<file path="src/rtl/comparator_pkg.sv">
// Shared definitions for the comparator: one-hot result codes and the default operand width.
package comparator_pkg;

    localparam int CMP_DEFAULT_N = 4;
    localparam int CMP_SLICE_W   = 4;

    // One-hot result codes, bit order {greater, equal, less}
    typedef enum logic [2:0] {
        CMP_LESS    = 3'b001,
        CMP_EQUAL   = 3'b010,
        CMP_GREATER = 3'b100
    } cmp_res_e;

    function automatic cmp_res_e cmp_encode(input logic lt, input logic gt);
        if (lt)
            return CMP_LESS;
        else if (gt)
            return CMP_GREATER;
        else
            return CMP_EQUAL;
    endfunction

endpackage

</file>
<file path="src/rtl/comparator_slice.sv">
// 4-bit unsigned magnitude slice producing lt/eq/gt for one nibble of the operands.
module comparator_slice
    import comparator_pkg::*;
(
    input  logic [CMP_SLICE_W-1:0] i_a,
    input  logic [CMP_SLICE_W-1:0] i_b,
    output logic                   o_lt,
    output logic                   o_eq,
    output logic                   o_gt
);

    assign o_lt = (i_a <  i_b);
    assign o_eq = (i_a == i_b);
    assign o_gt = (i_a >  i_b);

endmodule

</file>
<file path="src/rtl/comparator.sv">
// N-bit magnitude comparator with combinational and registered results.
// Optional signed mode is enabled by defining COMPARATOR_SIGNED_EN (adds port signed_mode).
module comparator
    import comparator_pkg::*;
#(
    parameter int N = CMP_DEFAULT_N
) (
    input  logic         clk,
    input  logic         rst_n,
    input  logic [N-1:0] a,
    input  logic [N-1:0] b,
    output logic         less,
    output logic         equal,
    output logic         greater,
    input  logic         in_valid,
`ifdef COMPARATOR_SIGNED_EN
    input  logic         signed_mode,
`endif
    output logic         less_q,
    output logic         equal_q,
    output logic         greater_q,
    output logic         out_valid
);

    localparam int NS = (N + CMP_SLICE_W - 1) / CMP_SLICE_W;
    localparam int W  = NS * CMP_SLICE_W;

    logic          w_sgn;
    logic [N-1:0]  w_a_m;
    logic [N-1:0]  w_b_m;
    logic [W-1:0]  w_a_ext;
    logic [W-1:0]  w_b_ext;
    logic [NS-1:0] w_lt;
    logic [NS-1:0] w_eq;
    logic [NS-1:0] w_gt;
    logic          w_lt_all;
    logic          w_gt_all;
    logic          w_found;
    cmp_res_e      w_res;

    logic          r_less_p1;
    logic          r_equal_p1;
    logic          r_greater_p1;
    logic          r_vld_p1;

`ifdef COMPARATOR_SIGNED_EN
    assign w_sgn = signed_mode;
`else
    assign w_sgn = 1'b0;
`endif

    // Flipping the sign bits maps two's complement order onto unsigned order
    always_comb begin
        w_a_m        = a;
        w_b_m        = b;
        w_a_m[N-1]   = a[N-1] ^ w_sgn;
        w_b_m[N-1]   = b[N-1] ^ w_sgn;
        w_a_ext      = '0;
        w_b_ext      = '0;
        w_a_ext[N-1:0] = w_a_m;
        w_b_ext[N-1:0] = w_b_m;
    end

    for (genvar g = 0; g < NS; g++) begin : g_slice
        comparator_slice u_slice (
            .i_a  (w_a_ext[g*CMP_SLICE_W +: CMP_SLICE_W]),
            .i_b  (w_b_ext[g*CMP_SLICE_W +: CMP_SLICE_W]),
            .o_lt (w_lt[g]),
            .o_eq (w_eq[g]),
            .o_gt (w_gt[g])
        );
    end

    // The most significant unequal slice decides the result
    always_comb begin
        w_lt_all = 1'b0;
        w_gt_all = 1'b0;
        w_found  = 1'b0;
        for (int i = NS - 1; i >= 0; i--) begin
            if (!w_found && !w_eq[i]) begin
                w_lt_all = w_lt[i];
                w_gt_all = w_gt[i];
                w_found  = 1'b1;
            end
        end
    end

    assign w_res   = cmp_encode(w_lt_all, w_gt_all);
    assign less    = (w_res == CMP_LESS);
    assign equal   = (w_res == CMP_EQUAL);
    assign greater = (w_res == CMP_GREATER);

    // Stage p1: registered result, held while in_valid is low
    always_ff @(posedge clk or negedge rst_n) begin
        if (!rst_n) begin
            r_less_p1    <= 1'b0;
            r_equal_p1   <= 1'b0;
            r_greater_p1 <= 1'b0;
            r_vld_p1     <= 1'b0;
        end else begin
            r_vld_p1 <= in_valid;
            if (in_valid) begin
                r_less_p1    <= less;
                r_equal_p1   <= equal;
                r_greater_p1 <= greater;
            end
        end
    end

    assign less_q    = r_less_p1;
    assign equal_q   = r_equal_p1;
    assign greater_q = r_greater_p1;
    assign out_valid = r_vld_p1;

endmodule

</file>
<file path="config.mk">
export PLATFORM = sky130hd
export DESIGN_NAME = comparator
export DESIGN_NICKNAME = d
export VERILOG_FILES = /design/src/rtl/comparator_pkg.sv /design/src/rtl/comparator_slice.sv /design/src/rtl/comparator.sv
export SDC_FILE = /design/constraint.sdc
export NUM_CORES = 1
export LEC_CHECK = 0
export BUFFER_PORTS_ARGS = -buffer_cell sky130_fd_sc_hd__buf_4
export CORE_AREA = 2 2 39 41
export CTS_CLUSTER_SIZE = 8
export DETAILED_ROUTE_END_ITERATION = 8
export DIE_AREA = 0 0 41 43
export GPL_TIMING_DRIVEN = 0
export HOLD_SLACK_MARGIN = 0.08
export SETUP_SLACK_MARGIN = 0.05
export SLEW_MARGIN = 20
export SYNTH_ARGS = -nofsm -noshare
export SYNTH_HDL_FRONTEND = slang
export SYNTH_SLANG_ARGS = --single-unit
</file>
<file path="constraint.sdc">
create_clock -name clk -period 2.25 [get_ports clk]
set_clock_uncertainty 0.05 [all_clocks]
set_input_delay 0.45 -clock clk [delete_from_list [all_inputs] [get_ports clk]]
set_output_delay 0.45 -clock clk [all_outputs]
set_load 0.03 [all_outputs]
</file>
Yosys cells after proc, flatten, opt, wreduce, memory -nomap -nowiden
Cells that the tools add are included.

Bits in read-only memories: 0. Memories: 0. Register bits: 4. Output and inout bits: 7. Word-level logic and storage cells: 14. Bits in writable memories: 0. Input bits: 11. Latch bits: 0.

Divide/modulo/power cells: 0. Bitwise operators: 0. Magnitude comparators: 2. Shift-type cells: 0. Multiply operators: 0. Multiplexer cells: 4. $add $sub $neg: 0. Equal/unequal tests: 4. Reductions and logical operators: 0.

Operators by type and width (number): $mux W3 (2); $eq A4 B4 Y1 (1); $gt A4 B4 Y1 (1); $lt A4 B4 Y1 (1); $eq A3 B1 Y1 const B (1); $eq A3 B2 Y1 const B (1); $eq A3 B3 Y1 const B (1); $mux W1 (2).

Logic depth before layout (Yosys ltp)
Word-level depth: 5. Mapped depth: 5. Depth with buffers taken out: 5.

Hierarchy
From an unflattened synthesis, not the netlist that was laid out.

Cells, all modules: 26. Area total of the unflattened synthesis: 311.5 um^2.

By module, submodules not included: comparator (cells an instance 10, area each 182.7 um^2, seq. area each 100.1 um^2, times used 1); comparator_slice (cells an instance 16, area each 128.9 um^2, seq. area each 0.0 um^2, times used 1).

Worst setup path after synthesis
Ideal clock, no wire load.

Path kind: input -> output. From: input port b[3]. To: output port greater. Required time: 1.750 ns. Stages: 5. Buffers on the path: 0. Data arrival time: 1.613 ns. Path slack: 0.137 ns. Path through: inv_1 -> ha_1 -> nand4_1 -> inv_1 -> a21oi_1.

Word-level cells in the longest chain between the ends: 5. Elaborated cells on any way between the ends: 8. Those cells by class: order compare (2); eq/ne (2); mux (4).

Ends and longest elaborated chain: from (decl) (line comparator.sv:11) `input logic [N-1:0] b,`; $gt A4 B4 Y1 or $eq A4 B4 Y1 (tied branches) (line comparator_slice.sv:14, comparator_slice.sv:13); $mux W1 (line comparator.sv:80) `if (!w_found && !w_eq[i]) begin`; $mux W3 (line comparator_pkg.sv:17) `else if (gt)`; $mux W3 * (line comparator_pkg.sv:15) `if (lt)`; $eq A3 B3 Y1 * (line comparator.sv:91) `assign greater = (w_res == CMP_GREATER);`; to (decl) (line comparator.sv:14) `output logic greater,`.

Every way passes the cells marked *; elsewhere a longest branch is shown, timed or not.

Worst setup path in the final report
From: input port a[1]. To: output port less.

Word-level cells in the longest chain between the ends: 5. Elaborated cells on any way between the ends: 8. Those cells by class: order compare (2); eq/ne (2); mux (4).

Ends and longest elaborated chain: from (decl) (line comparator.sv:10) `input logic [N-1:0] a,`; $gt A4 B4 Y1 or $eq A4 B4 Y1 (tied branches) (line comparator_slice.sv:14, comparator_slice.sv:13); $mux W1 (line comparator.sv:80); $mux W3 (line comparator_pkg.sv:17); $mux W3 * (line comparator_pkg.sv:15); $eq A3 B1 Y1 * (line comparator.sv:89) `assign less = (w_res == CMP_LESS);`; to (decl) (line comparator.sv:12) `output logic less,`.

Marked as above.

==> run metrics <==
status finished clean; ANT nets after route 0; Int Pwr 187 uW; Slowest cell on crit path ha_1; CTS Buf Count 3; dpl cells 57; diode count 0; Die ar. 1760 sq um; Crit path top cell by count buf_4; Final Max Tran Viols 0; Pleak 0.254 nW; H-tree depth 1; drt wl/cell 9.21 um; # clock sinks 4; CP cell instances buf_4 -> ha_1 -> nor2b_4 -> o211ai_2 -> and3_2 -> buf_4; syn_area_per_cell 10.9 sq um; Total GRT Usage 7.97%; #FFs+latches synth 4; f_max 0.491 GHz; Ys Warns 0; Slew @ Worst Pin 0.278 ns; Net Count, Synth 39; port bufs 17; Setup crit start a[1]; initial antenna violation count 0; worst skew pair latency 0.23 ns; Sw Pwr 84.2 uW; WP data arrival 1.54 ns; vias in the first global route 259; CTS Hold Bufs 1; setup bufs post-CTS 0; kind of end point of the critical path output port; CP max FO 4; Final setup viols 0; critical path class input pin to output port; CTS Buffer Depth 2; Crit path max-delay family simple AND/OR/NAND/NOR gates; RSZ-0062 raised after global routing false; sequential share of the synthesized area 38.1%; Critical Path RT 1.75 ns; Clk pwr share 31.6%; Iter 0 DRT Violations 3; HP Start in_valid; startpoint type of the worst setup path input pin; commonest non-fill, non-tap cell in the layout buf_4; Critical path buffers and inverters 2; Reg power frac 30.7%; Synth cell types 13; Top Ports 18; Synth Instances 24; Core ar. 1380 sq um; HPWL Detailed 461 um; pin count of the biggest net entering global routing 7; share of cells above drive strength 1 53.3%; Area Growth Syn to Fin 68.6%; Tmin final 2.04 ns; final hold slack 0.337 ns; Worst-path clk slew 0.03 ns; vias 248; HP Class input pin to flop; Routed WL 562 um; FP Rows 14; cts repair resizes 0; most frequent cells in the layout buf_4, inv_1, ha_1, dfrtp_1, clkbuf_4; worst r2r src less_q; CTS tree built; chip width 41 um; PwrDens 612 nW/um^2; GP Congestion 0.559; setup slack, reg-to-reg 1.39 ns; setup_tns 0 ns; Peak VDD IR 0.000254 V; Cell Area, Synth 263 sq um; final cell count without fillers 61; nets 62; Slowest Stage Delay on Critical Path 0.30 ns; vias per cell 4.07; gr ovfl total 0; switching share of power 31.0%; TritonRoute pass-1 iters 4; max_cap viols 0; Die Height 43 um; root buffer cell clkbuf_4; first-pass GRT wire length 924 um; Initial Utilization 19.0%; Residual DRC 0; Tcrit/Tclk final 90.5%; Comb power frac 37.6%; slew margin rel. 81.5%; Fin. Hold Viols 0
-- area by class of cell --
cell class	count	area (sq um)
timing repair buffer	18	138
multi-input combinational	15	144
tap	16	20.0
inverter	5	18.8
fill	146	941
sequential	4	100
clock buffer	3	22.5
-- power groups by stage --
stage                     logic (mW)  registers [mW]  clock network (mW)
final                          0.102          0.0833              0.0858
after global routing           0.111          0.0842              0.0991
after CTS                      0.104          0.0835              0.0923
after detailed placement       0.102          0.0844                   0
after global placement         0.101          0.0842                   0
after floorplan               0.0436          0.0996                   0
-- worst paths after layout --
path | endpoint | depth (start not counted)
worst max-delay path | less | 6
worst min register to register | equal_q | 1
worst max register to register | less_q | 2
min in group asynchronous | less_q | 2
max in group asynchronous | out_valid | 2
worst min-delay path | out_valid | 1
-- through the flow --
stage	power, mW	instance area (sq um)	setup slack [ns]	utilization [%]
CTS	0.280	443	0.202	32.0
finish	0.271	443	0.214	32.0
global placement	0.186	410	0.210	29.7
floorplan	0.143	263	0.137	-
detailed placement	0.187	410	0.203	29.7
global route	0.294	443	0.117	32.0
-- worst reg2reg max path, cell delays in order, from the launching register on --
cell     delay, ns
dfrtp_1       0.37
nor2b_1       0.13
a41o_1        0.20
-- synthesized netlist by cell type --
cell / instances / area, sq um
inv_1: 5 / 18.8
dfrtp_1: 4 / 100
ha_1: 4 / 50.1
a21oi_1: 2 / 10.0
a31oi_1: 1 / 6.26
a41o_1: 1 / 10.0
and3_2: 1 / 7.51
mux2_2: 1 / 11.3
mux2i_1: 1 / 10.0
nand4_1: 1 / 6.26
nor2b_1: 1 / 6.26
nor2b_4: 1 / 13.8
o211ai_2: 1 / 12.5
-- state kept, by name, indices dropped and copies added, names as in the netlist --
| register | flops |
|---|---|
| equal_q | 1 |
| greater_q | 1 |
| less_q | 1 |
| out_valid | 1 |
-- metal layers --
layer / up-vias / share of wire [%] / track usage (%)
met2: 13 / 46 / 11.9
met4: 0 / 0 / 8.00
li1: 129 / - / -
met3: 0 / 10 / 1.57
met5: - / 0 / 0
met1: 106 / 43 / 8.50
-- cell families after synthesis --
family | Yosys count | share of synthesized area [%]
adders and majority gates | 4 | 19.0
DFF | 4 | 38.1
muxes | 2 | 8.10
and+or+nand+nor | 4 | 12.9
AOI/OAI and AO/OA | 5 | 14.8
buffers and inverters | 5 | 7.14
No activity file was read; power rests on OpenSTA's default activity.
